### config.mk
export PLATFORM = sky130hd
export DESIGN_NAME = count_reload_ctrl_flat
export DESIGN_NICKNAME = d
export VERILOG_FILES = /design/src/rtl/count_reload_ctrl_pkg.sv /design/src/rtl/count_reload_ctrl_if.sv /design/src/rtl/count_reload_ctrl_reload_fifo.sv /design/src/rtl/count_reload_ctrl.sv /design/src/flat_wrapper.sv
export SDC_FILE = /design/constraint.sdc
export NUM_CORES = 1
export LEC_CHECK = 0
export ABC_AREA = 0
export BUFFER_PORTS_ARGS = -buffer_cell sky130_fd_sc_hd__buf_2
export CAP_MARGIN = 10
export CELL_PAD_IN_SITES_DETAIL_PLACEMENT = 1
export CELL_PAD_IN_SITES_GLOBAL_PLACEMENT = 2
export CORE_MARGIN = 2
export CORE_UTILIZATION = 40
export CTS_BUF_LIST = sky130_fd_sc_hd__clkbuf_4
export CTS_CLUSTER_DIAMETER = 50
export CTS_CLUSTER_SIZE = 30
export DETAILED_ROUTE_END_ITERATION = 7
export GPL_ROUTABILITY_DRIVEN = 0
export PLACE_DENSITY = 0.72
export SYNTH_ARGS = -nofsm -noshare
export SYNTH_HDL_FRONTEND = slang
export SYNTH_HIERARCHICAL = 1
export SYNTH_SLANG_ARGS = --single-unit
### constraint.sdc
create_clock -name CLK -period 2.8 [get_ports CLK]
set_clock_uncertainty 0.15 [all_clocks]
set_input_delay 0 -clock CLK [delete_from_list [all_inputs] [get_ports CLK]]
set_output_delay 0 -clock CLK [all_outputs]
set_load 0.005 [all_outputs]
### src/rtl/count_reload_ctrl_pkg.sv
// count_reload_pkg: shared types and constants for the reload controller slice.
//   DEF_WIDTH    default counter data width
//   DEF_ENTRY_W  default request entry width, entry packed as {start, term}
//   state_t      controller FSM states (2-bit encoding)
package count_reload_pkg;

  localparam int DEF_WIDTH   = 8;
  localparam int DEF_ENTRY_W = 2 * DEF_WIDTH;

  typedef enum logic [1:0] {
    S_IDLE = 2'd0,
    S_LOAD = 2'd1,
    S_RUN  = 2'd2,
    S_DONE = 2'd3
  } state_t;

endpackage

### src/rtl/count_reload_ctrl_if.sv
// count_reload_ctrl_if: segment request handshake.
//   IN_VALID  request valid                (master -> slave)
//   IN_START  segment start value          (master -> slave)
//   IN_TERM   segment terminal value       (master -> slave)
//   IN_READY  request can be accepted      (slave -> master)
interface count_reload_ctrl_if #(
  parameter int WIDTH = 8
);
  logic             IN_VALID;
  logic             IN_READY;
  logic [WIDTH-1:0] IN_START;
  logic [WIDTH-1:0] IN_TERM;

  modport master (output IN_VALID, output IN_START, output IN_TERM, input IN_READY);
  modport slave  (input IN_VALID, input IN_START, input IN_TERM, output IN_READY);
endinterface

### src/rtl/count_reload_ctrl_reload_fifo.sv
// reload_fifo: DEPTH x DW synchronous FIFO with show-ahead read.
//   CLK, RESET   clock, asynchronous active-low reset (pointers and level only)
//   push, pop    write / read strobes; caller never pushes when full
//   wdata        entry to write
//   rdata        current head, valid whenever empty is low
//   full, empty  occupancy flags
//   level        occupancy 0..DEPTH
module reload_fifo #(
  parameter int DW    = 16,
  parameter int DEPTH = 4,
  parameter int AW    = 2
) (
  input  logic          CLK,
  input  logic          RESET,
  input  logic          push,
  input  logic          pop,
  input  logic [DW-1:0] wdata,
  output logic [DW-1:0] rdata,
  output logic          full,
  output logic          empty,
  output logic [AW:0]   level
);

  localparam logic [AW:0] FULL_LVL = (AW+1)'(DEPTH);

  logic [DW-1:0] mem [DEPTH];
  logic [AW-1:0] wptr;
  logic [AW-1:0] rptr;

  // Pointers wrap naturally at DEPTH; simultaneous push and pop keep level.
  always_ff @(posedge CLK or negedge RESET) begin
    if (!RESET) begin
      wptr  <= '0;
      rptr  <= '0;
      level <= '0;
    end else begin
      if (push) wptr <= wptr + 1'b1;
      if (pop)  rptr <= rptr + 1'b1;
      if (push && !pop)      level <= level + 1'b1;
      else if (!push && pop) level <= level - 1'b1;
    end
  end

  // Storage carries data only, so it is left out of reset.
  always_ff @(posedge CLK) begin
    if (push) mem[wptr] <= wdata;
  end

  assign rdata = mem[rptr];
  assign full  = (level == FULL_LVL);
  assign empty = (level == '0);

endmodule

### src/rtl/count_reload_ctrl.sv
// count_reload_ctrl: sequencer for an 8-bit reloadable up counter.
// Buffers {start, term} segment requests, then per segment loads start,
// enables counting until COUNT == term and pulses DONE.
//   CLK, RESET      clock, asynchronous active-low reset (shared with counter)
//   req             request handshake (slave side)
//   HOLD            pause counting while high (ignored in the load cycle)
//   COUNT           counter output fed back
//   CNT_LOAD/ENA    counter LOAD / ENA
//   CNT_DATA        counter DATA (start value during load, else 0)
//   DONE            one-cycle pulse at segment end
//   BUSY            segment in progress or requests pending
//   LEVEL           request FIFO occupancy
module count_reload_ctrl
  import count_reload_pkg::*;
#(
  parameter int WIDTH = DEF_WIDTH,
  parameter int DEPTH = 4,
  parameter int AW    = 2
) (
  input  logic                CLK,
  input  logic                RESET,
  count_reload_ctrl_if.slave  req,
  input  logic                HOLD,
  input  logic [WIDTH-1:0]    COUNT,
  output logic                CNT_LOAD,
  output logic                CNT_ENA,
  output logic [WIDTH-1:0]    CNT_DATA,
  output logic                DONE,
  output logic                BUSY,
  output logic [AW:0]         LEVEL
);

  localparam int ENTRY_W = 2 * WIDTH;

  state_t             state;
  state_t             state_nxt;
  logic [WIDTH-1:0]   term_reg;
  logic [ENTRY_W-1:0] head;
  logic [WIDTH-1:0]   head_start;
  logic [WIDTH-1:0]   head_term;
  logic               fifo_full;
  logic               fifo_empty;
  logic               push;
  logic               pop;

  // Ready depends only on the registered level, so a full FIFO stalls the
  // producer even in the cycle where the head is being popped.
  assign req.IN_READY = !fifo_full;
  assign push         = req.IN_VALID && !fifo_full;
  assign pop          = (state == S_LOAD);

  reload_fifo #(
    .DW    (ENTRY_W),
    .DEPTH (DEPTH),
    .AW    (AW)
  ) u_fifo (
    .CLK   (CLK),
    .RESET (RESET),
    .push  (push),
    .pop   (pop),
    .wdata ({req.IN_START, req.IN_TERM}),
    .rdata (head),
    .full  (fifo_full),
    .empty (fifo_empty),
    .level (LEVEL)
  );

  assign {head_start, head_term} = head;

  always_ff @(posedge CLK or negedge RESET) begin
    if (!RESET) begin
      state    <= S_IDLE;
      term_reg <= '0;
    end else begin
      state <= state_nxt;
      if (state == S_LOAD) term_reg <= head_term;
    end
  end

  // Moore outputs except CNT_ENA in RUN, which follows COUNT and HOLD.
  // A terminal match ends the segment even while HOLD is high.
  always_comb begin
    state_nxt = state;
    CNT_LOAD  = 1'b0;
    CNT_ENA   = 1'b0;
    CNT_DATA  = '0;
    DONE      = 1'b0;
    case (state)
      S_IDLE: begin
        if (!fifo_empty) state_nxt = S_LOAD;
      end
      S_LOAD: begin
        CNT_LOAD  = 1'b1;
        CNT_ENA   = 1'b1;
        CNT_DATA  = head_start;
        state_nxt = S_RUN;
      end
      S_RUN: begin
        CNT_ENA = (COUNT != term_reg) && !HOLD;
        if (COUNT == term_reg) state_nxt = S_DONE;
      end
      S_DONE: begin
        DONE      = 1'b1;
        state_nxt = fifo_empty ? S_IDLE : S_LOAD;
      end
      default: state_nxt = S_IDLE;
    endcase
  end

  assign BUSY = (state != S_IDLE) || !fifo_empty;

endmodule

### src/flat_wrapper.sv
// flat-port wrapper written by rule: the top's interface ports become plain ports
module count_reload_ctrl_flat import count_reload_pkg::*;
#(
  parameter int WIDTH = DEF_WIDTH,
  parameter int DEPTH = 4,
  parameter int AW    = 2
)
  (CLK, RESET, HOLD, COUNT, CNT_LOAD, CNT_ENA, CNT_DATA, DONE, BUSY, LEVEL, req_IN_VALID, req_IN_START, req_IN_TERM, req_IN_READY);
  count_reload_ctrl_if #(.WIDTH(WIDTH)) req_i ();
  input  logic CLK;
  input  logic RESET;
  input  logic HOLD;
  input  logic [WIDTH-1:0] COUNT;
  output logic CNT_LOAD;
  output logic CNT_ENA;
  output logic [WIDTH-1:0] CNT_DATA;
  output logic DONE;
  output logic BUSY;
  output logic [AW:0] LEVEL;
  input wire logic [$bits(req_i.IN_VALID)-1:0] req_IN_VALID;
  input wire logic [$bits(req_i.IN_START)-1:0] req_IN_START;
  input wire logic [$bits(req_i.IN_TERM)-1:0] req_IN_TERM;
  output wire logic [$bits(req_i.IN_READY)-1:0] req_IN_READY;
  assign req_i.IN_VALID = req_IN_VALID;
  assign req_i.IN_START = req_IN_START;
  assign req_i.IN_TERM = req_IN_TERM;
  assign req_IN_READY = req_i.IN_READY;
  count_reload_ctrl #(.WIDTH(WIDTH), .DEPTH(DEPTH), .AW(AW)) u_core (.CLK(CLK), .RESET(RESET), .req(req_i), .HOLD(HOLD), .COUNT(COUNT), .CNT_LOAD(CNT_LOAD), .CNT_ENA(CNT_ENA), .CNT_DATA(CNT_DATA), .DONE(DONE), .BUSY(BUSY), .LEVEL(LEVEL));
endmodule
==> results.sh <==
export IMPL_crit_path_top_delay_cell="dfrtp_1"
export IMPL_final_nets=295
export IMPL_tightest_slew_ps=917
export IMPL_slew_limit_headroom=0.389
export IMPL_dp_hpwl_mm=4.17
export IMPL_synth_area_um2=3460
export IMPL_grt_overflow=0
export IMPL_nFillCells=798
export IMPL_cts_buffers=9
export IMPL_status="complete, no violations"
export IMPL_initial_core_util=0.417
export IMPL_grt_max_degree=21
export IMPL_crit_type="reg2reg"
export IMPL_ys_seq_area_frac=0.678
export IMPL_core_um2=8300
export IMPL_hold_path_class="in2reg"
export IMPL_cts_root_buf="clkbuf_4"
export IMPL_end_kind="register"
export IMPL_n_antenna_cell=0
export IMPL_synth_mux_area_frac=0.142
export IMPL_yosysTopAreaCell="edfxtp_1"
export IMPL_track_usage=0.152
export IMPL_dp_cells=331
export IMPL_crit_buf_inv=1
export IMPL_routed_wl_mm=6.54
export IMPL_worstPathCellList="nor3b_1, nor2b_1, ha_1, inv_1, fa_1, xor2_1, nor2_1, xor2_1"
export IMPL_clock_sinks=81
export IMPL_rsz0062_at_grt="no"
export IMPL_synth_compound_area_share=0.0163
export IMPL_path_common_cell="xor2_1"
export IMPL_ys_ff_latch=81
export IMPL_synthToLayoutAreaGrowth_pct=19.1
export IMPL_synthTopCellsByArea="edfxtp_1, dfrtp_1, mux4_1"
export IMPL_drc_errors=0
export IMPL_die_h_um=97.0
export IMPL_synth_warnings=6
export IMPL_largest_reg_flops=64
export IMPL_wire_per_inst_um=17.9
export IMPL_synth_fa_ha_area_frac=0.0419
export IMPL_required_ps=3020
export IMPL_finalHoldViolCount=0
export IMPL_dr_first_iter_drc_count=70
export IMPL_clk_pin_slew_ps=140
export IMPL_clockBufferDepth=2
export IMPL_cts_setup_buffers=0
export IMPL_layoutNonFillerInstCount=366
export IMPL_tns_ps=0
export IMPL_firstDrtPassIters=4
export IMPL_grt_pass1_vias=2009
export IMPL_period_minus_slack_ps=2330
export IMPL_die_x_um=97.0
export IMPL_yosysUniqueCellTypes=32
export IMPL_io_pins=44
export IMPL_ir_drop_mv=0.453
export IMPL_cp_max_fo=8
export IMPL_avgSynthCellArea_um2=18.7
export IMPL_arrival_ps=2550
export IMPL_synth_top_family_by_area="multiplexers"
export IMPL_setup_viol=0
export IMPL_synth_cells=185
export IMPL_antenna_found_initial=0
export IMPL_clock_latency_ps=430
export IMPL_htreeDepth=3
export IMPL_start_kind="register"
export IMPL_period_share=0.832
export IMPL_drv_slew=0
export IMPL_grt_first_pass_wirelength_mm=10.8
export IMPL_rows=33
export IMPL_synth_simple_area_share=0.0618
export IMPL_critical_path_top_delay_family="simple AND/OR/NAND/NOR gates"
export IMPL_synth_nets=224
export IMPL_max_stage_delay_ps=440
export IMPL_max_cap_violations=0
export IMPL_cts_resized=0
export IMPL_io_buffers=43
export IMPL_viasPerCell=4.95
export IMPL_vias=1813
export IMPL_synth_xor_xnor_area_share=0.0354
export IMPL_p_per_area_nw_per_um2=963
export IMPL_leakage_nw=1.57
export IMPL_timing_fmax_mhz=429
export IMPL_die_area_um2=9410
export IMPL_ant_nets=0
export IMPL_yosysTopAreaCellShare=0.555
export IMPL_drive_gt1_frac=0.318
export IMPL_cts_tree="built"
-- cells in the final DEF, fill, tap and decap left out, types with 3 or more instances in the layout --
cell            n
dfrtp_1        17
xor2_1         12
nand2_1         4
mux4_1          8
ha_1           10
mux4_2          8
and2_1         13
dlygate4sd3_1  19
mux2_2          9
clkbuf_4        9
edfxtp_1       64
buf_4           4
inv_1           9
inv_6           3
buf_2          43
-- per-stage QoR --
stage,instance area (µm²),hold WS [ps],utilization,power (mW),setup WS [ps]
2_1_floorplan,3460,-446,-,2.87,660
3_3_place_gp,3790,-190,0.456,3.27,448
3_5_place_dp,3790,-187,0.456,3.31,442
4_1_cts,4120,44.2,0.497,4.04,404
5_1_grt,4120,70.0,0.497,4.26,273
6_report,4120,60.3,0.497,3.97,470
-- logic make-up (layout without fill, tap and decap cells) --
family | Yosys count | count (layout)
DFF | 81 | 81
and+or+nand+nor | 31 | 31
AOI/OAI and AO/OA | 8 | 8
muxes | 25 | 25
adders and majority gates | 11 | 11
buffers and inverters | 15 | 91
xor gates and xnor gates | 14 | 14
-- path summary, 6_finish.rpt --
| kind | slack [ps] | endpoint | from | cells after the start |
|---|---|---|---|---|
| max | 470 | u_core/u_fifo/level[2]$_DFFE_PN0P_ | u_core/u_fifo/level[2]$_DFFE_PN0P_ | 8 |
| min | 60 | u_core/state[1]$_DFFE_PN0P_ | COUNT[0] | 5 |
| max reg2reg | 470 | u_core/u_fifo/level[2]$_DFFE_PN0P_ | u_core/u_fifo/level[2]$_DFFE_PN0P_ | 8 |
| min reg2reg | 370 | u_core/u_fifo/level[2]$_DFFE_PN0P_ | u_core/u_fifo/level[2]$_DFFE_PN0P_ | 1 |
| max in group asynchronous | 1410 | u_core/state[0]$_DFFE_PN0P_ | RESET | 3 |
| min in group asynchronous | 570 | u_core/u_fifo/level[2]$_DFFE_PN0P_ | RESET | 3 |
-- tightest hold or removal path, stage by stage --
cell and delay, ps:
buf_2 110, xor2_1 220, nor4_4 80, nand4_1 110, nand3_1 70
-- area by class of cell --
type	instances	area [µm²]	area share
Clock buffer	9	67.6	0.0164
Sequential cell	81	2350	0.569
Multi-Input combinational cell	89	1030	0.250
Tap cell	105	131	0.0319
Inverter	9	33.8	0.00819
Timing Repair Buffer	66	435	0.106
Clock inverter	7	77.6	0.0188
-- where the power goes --
part           switching (mW)  leakage [nW]  internal [mW]
clock network           0.426        0.0789          0.282
logic                   0.722         0.705          0.726
registers               0.172         0.786           1.64
total                    1.32          1.57           2.65
-- metal layers --
metal	global-route usage	up-vias	wire length, µm
met1	0.197	916	2930
met4	0.0715	0	132
met5	0	-	0
met3	0.0267	11	187
met2	0.248	32	3290
li1	-	854	-
-- what timing repair did --
action | in CTS | in global routing
hold endpoints to repair | 83 | 0
hold buffers | 19 | 0
endpoints found under the setup margin | 0 | 0
-- Yosys cell counts (all sizes together) --
cell type  number
nand3           1
xor2           12
a21o            1
a21oi           3
edfxtp         64
a211oi          1
fa              1
o21a            1
mux4           16
ha             10
inv             9
mux2            9
nand4           2
nor2            2
clkbuf          1
nor3            2
o21ai           1
a221o           1
nor3b           3
and2           13
nor2b           1
nor4            2
nand2           4
nand2b          1
buf             5
xnor2           2
dfrtp          17
No activity file was read; power rests on OpenSTA's default activity.
